===== src/rtl/up_counter.sv =====
// Modulo-(max+1) up counter with parallel load, cascade carry (tc) and a registered wrap pulse.
// Define UP_COUNTER_SATURATE_EN to make the counter clamp at max instead of wrapping.
module up_counter #(
   parameter int WIDTH = 4
) (
   input  logic             clk,
   input  logic             rst,
   input  logic             en,
   input  logic             load,
   input  logic [WIDTH-1:0] din,
   input  logic [WIDTH-1:0] max,
   output logic [WIDTH-1:0] count,
   output logic             tc,
   output logic             wrap
);

   logic             at_top;
   logic [WIDTH-1:0] count_nxt;
   logic             wrap_nxt;

   // ">=" rather than "==" so a loaded value above max, or a lowered max, still terminates.
   assign at_top = (count >= max);
   assign tc     = en & at_top;

   always_comb begin
      // NOTE: every output of this block gets a default first, so no path can infer a latch.
      count_nxt = count;
      wrap_nxt  = 1'b0;
      if (load) begin
         count_nxt = din;
      end else if (en) begin
         if (at_top) begin
`ifdef UP_COUNTER_SATURATE_EN
            count_nxt = max;
`else
            count_nxt = '0;
            wrap_nxt  = 1'b1;
`endif
         end else begin
            count_nxt = count + 1'b1;
         end
      end
   end

   always_ff @(posedge clk) begin
      // NOTE: state registers use non-blocking assignments so every flop samples pre-edge values.
      if (rst) begin
         count <= '0;
         wrap  <= 1'b0;
      end else begin
         count <= count_nxt;
         wrap  <= wrap_nxt;
      end
   end

endmodule

===== config.mk =====
export PLATFORM = sky130hd
export DESIGN_NAME = up_counter
export DESIGN_NICKNAME = d
export VERILOG_FILES = /design/src/rtl/up_counter.sv
export SDC_FILE = /design/constraint.sdc
export NUM_CORES = 1
export LEC_CHECK = 0
export ABC_CLOCK_PERIOD_IN_PS = 1790
export BUFFER_PORTS_ARGS = -buffer_cell sky130_fd_sc_hd__buf_2
export CAP_MARGIN = 15
export CORE_AREA = 5 5 42 44
export DETAILED_ROUTE_END_ITERATION = 10
export DIE_AREA = 0 0 47 49
export GPL_TIMING_DRIVEN = 0
export PLACE_DENSITY_LB_ADDON = 0.3
export SETUP_SLACK_MARGIN = 0.2
export SLEW_MARGIN = 20
export SYNTH_ARGS = -nofsm -noshare
export SYNTH_HDL_FRONTEND = slang
export SYNTH_SLANG_ARGS = --single-unit

===== constraint.sdc =====
create_clock -name clk -period 1.79 [get_ports clk]
set_input_delay 0 -clock clk [delete_from_list [all_inputs] [get_ports clk]]
set_output_delay 0 -clock clk [all_outputs]
set_load 0.005 [all_outputs]

==> flow_summary.ini <==
[run_status]
status = finished clean

[layout]
areaGrowthSynthToFinish_pct = 72.1
final_util_pct = 43.5
finish.net_count = 84
count_of_antenna_diodes_in_the_layout = 0
post_route_cells_drive_above_1_share_pct = 57.6

[clock_network]
worst_skew_pair.late_latency_ns = 0.25
tritoncts = yes
htree_levels = 1
clkSlewWorstSetupHoldPaths_ns = 0.04
tritoncts_num_sinks = 5
cts_buffers = 3
cts_root_buf = clkbuf_4
clock_path_buffers = 2

[critical_path]
worst_r2r_endpoint = count[3]
timing.rr.start = count[0]
start_kind = flip-flop
regToRegSetupSlack_ns = 0.20
setup.worst_path.end = count[3]
worst_ep_required_time_ns = 1.97
critical-path-top-delay-family = simple AND/OR/NAND/NOR gates
worst_r2r_path_depth = 7
worstPathArrival_ns = 1.78
crit_cells = 7
worst_path_bufs_invs = 2
slowest_delay_ns = 0.41
endpoint_kind = flip-flop
timing.critical_path.cells = inv_2, ha_4, or3b_4, a211oi_4, buf_4, a221oi_2, nor2_1
critical_path_origin = count[0]
critical_path.max_fanout = 2
critical_path.slowest_cell = or3b_4
critPathKind = flip-flop to flip-flop

[synthesis]
postSynthAreaPerCell_um2 = 9.32
synth_top_area_cell = dfxtp_1
yosysTopAreaCellShare_pct = 28.3
synth_area_leaders = dfxtp_1 (28%), ha_1 (18%), a221oi_1 (9.9%)
yosys_register_bits = 5
mappedNetlistNets = 55
synth_cell_type_count = 18
yosysWarnings = 0
post_synth_instance_area_um2 = 354
synth-seq-area-share_pct = 28.3
postSynthCellCount = 38

[detailed_routing]
wirelength_um = 1140
via_count = 395
detail_route.wl_per_cell_um = 13.9
initialDrtViolationCount = 5
via_per_inst = 4.82
drt.antenna.violating_nets = 0
detailedRoute.firstPassIterationCount = 4
drt_drc_violations_left = 0

[timing]
finalSetupViolations = 0
grt_setup_unrepaired = true
timing.clock.skew_ns = 0.00362
report.final.slew_viol_count = 0
worst_slack_ns = 0.196
worst-slew-pin-transition_ns = 0.312
final.setup.tns_ns = 0
slew-limit-headroom_pct = 79.1
final_period_minus_worst_setup_slack_ns = 1.59
finalHoldViolCount = 0
fmax_ghz = 0.627
finalCritPeriodShare_pct = 89.0

[pwr]
power.ir.vdd_worst_mv = 0.423
static-leakage-power_nw = 0.294
power_density_over_cell_area_nw_per_um2 = 625

[die]
start_util_pct = 25.3
design.die.area_um2 = 2300
io_pins = 18
core.rowCount = 14
fp.dieH_um = 49
core_box_area_um2 = 1400
die_w_um = 47

[grt]
first_global_vias = 425
largest_net_degree_at_the_start_of_global_routing = 10
global_route.overflow_total = 0
track_usage_pct = 10.4
antenna_found_initial = 0
wire_length_of_the_first_global_routing_pass_um = 1640

[place]
number_of_i_o_port_buffers = 16
place_congestion = 0.656
worst_setup_timing_slack_at_the_placement_stage_ns = 0.0884
post-dp-hpwl_um = 678

[min_path]
hold_class = primary input to flip-flop

[flow_run]
timing.max_cap.violations = 0
cell type report:
cell class	instances	area, um2
inverter	4	15.0
timing repair buffer	24	148
clock buffer	4	26.3
sequential	5	103
fill	158	792
tap	16	20.0
buffer	1	5.00
multi-input combinational	28	293
cells in the mapped netlist, drive strengths merged:
| cell | n |
|---|---|
| nor3b | 3 |
| inv | 4 |
| buf | 1 |
| xor2 | 1 |
| a21o | 1 |
| nand2b | 1 |
| nor3 | 2 |
| nand3 | 1 |
| a21oi | 1 |
| ha | 5 |
| xnor2 | 1 |
| o211a | 1 |
| a221oi | 4 |
| dfxtp | 5 |
| nor2 | 4 |
| nor2b | 1 |
| a211oi | 1 |
| or3b | 1 |
layer usage:
metal	global-route usage, %	vias up	routed length [um]
met5	0	-	0
met4	4.15	0	12
met3	5.54	4	92
met2	17.4	18	577
met1	10.1	177	454
li1	-	196	-
how the worst min path moves through the flow:
| stage | start | to | slack [ns] | cells after the start |
|---|---|---|---|---|
| after floorplan | rst | count[0] | 0.07 | 1 |
| after global routing | din[0] | count[0] | 0.002 | 3 |
| final | din[0] | count[0] | 0.002 | 3 |
| after CTS | din[0] | count[0] | 0.0003 | 3 |
| after global placement | rst | count[1] | 0.24 | 2 |
| after detailed placement | rst | count[2] | 0.24 | 2 |
state kept, by name (all words and copies together) (netlist names):
register,flops
count,4
wrap,1
logic make-up after synthesis:
group	share of synthesized area, %
fa+ha+maj	17.7
flops	28.3
buf+inv	5.65
compound gates	21.9
simple gates	21.6
xor+xnor	4.95
worst min-delay path, stage by stage:
cell and delay (ns):
buf_2 0.09, a221oi_2 0.05, nor2_1 0.07
metrics by stage:
step / hold WS (ns) / cell area, um2 / total power [mW] / cells
after floorplan: 0.0724 / 354 / 0.173 / 38
after global placement: 0.241 / 454 / 0.203 / 70
after detailed placement: 0.236 / 454 / 0.204 / 70
after CTS: 0.000250 / 568 / 0.365 / 79
after global routing: 0.00211 / 609 / 0.405 / 82
final: 0.00158 / 609 / 0.381 / 82
power breakdown:
part	total (mW)	internal, mW	switching [mW]
combinational	0.121	0.0659	0.0555
clock	0.133	0.0845	0.0489
sequential	0.126	0.119	0.00722
layout by cell type, fill, tap and decap left out, types with 2 or more instances in the layout:
master and count:
a221oi_2 4, buf_2 17, buf_4 5, clkbuf_4 3, dfxtp_1 3, dfxtp_2 2
dlygate4sd3_1 3, ha_1 3, inv_1 3, nor2_1 4, nor3_1 2, nor3b_1 3
what timing repair did:
action	in CTS	in global routing
gates cloned	0	0
gates resized for setup	8	4
setup buffers	2	3
hold endpoints to repair	5	0
hold buffers	3	0
endpoints found under the setup margin	5	5
pin swaps	4	3
No activity file was read; power rests on OpenSTA's default activity.
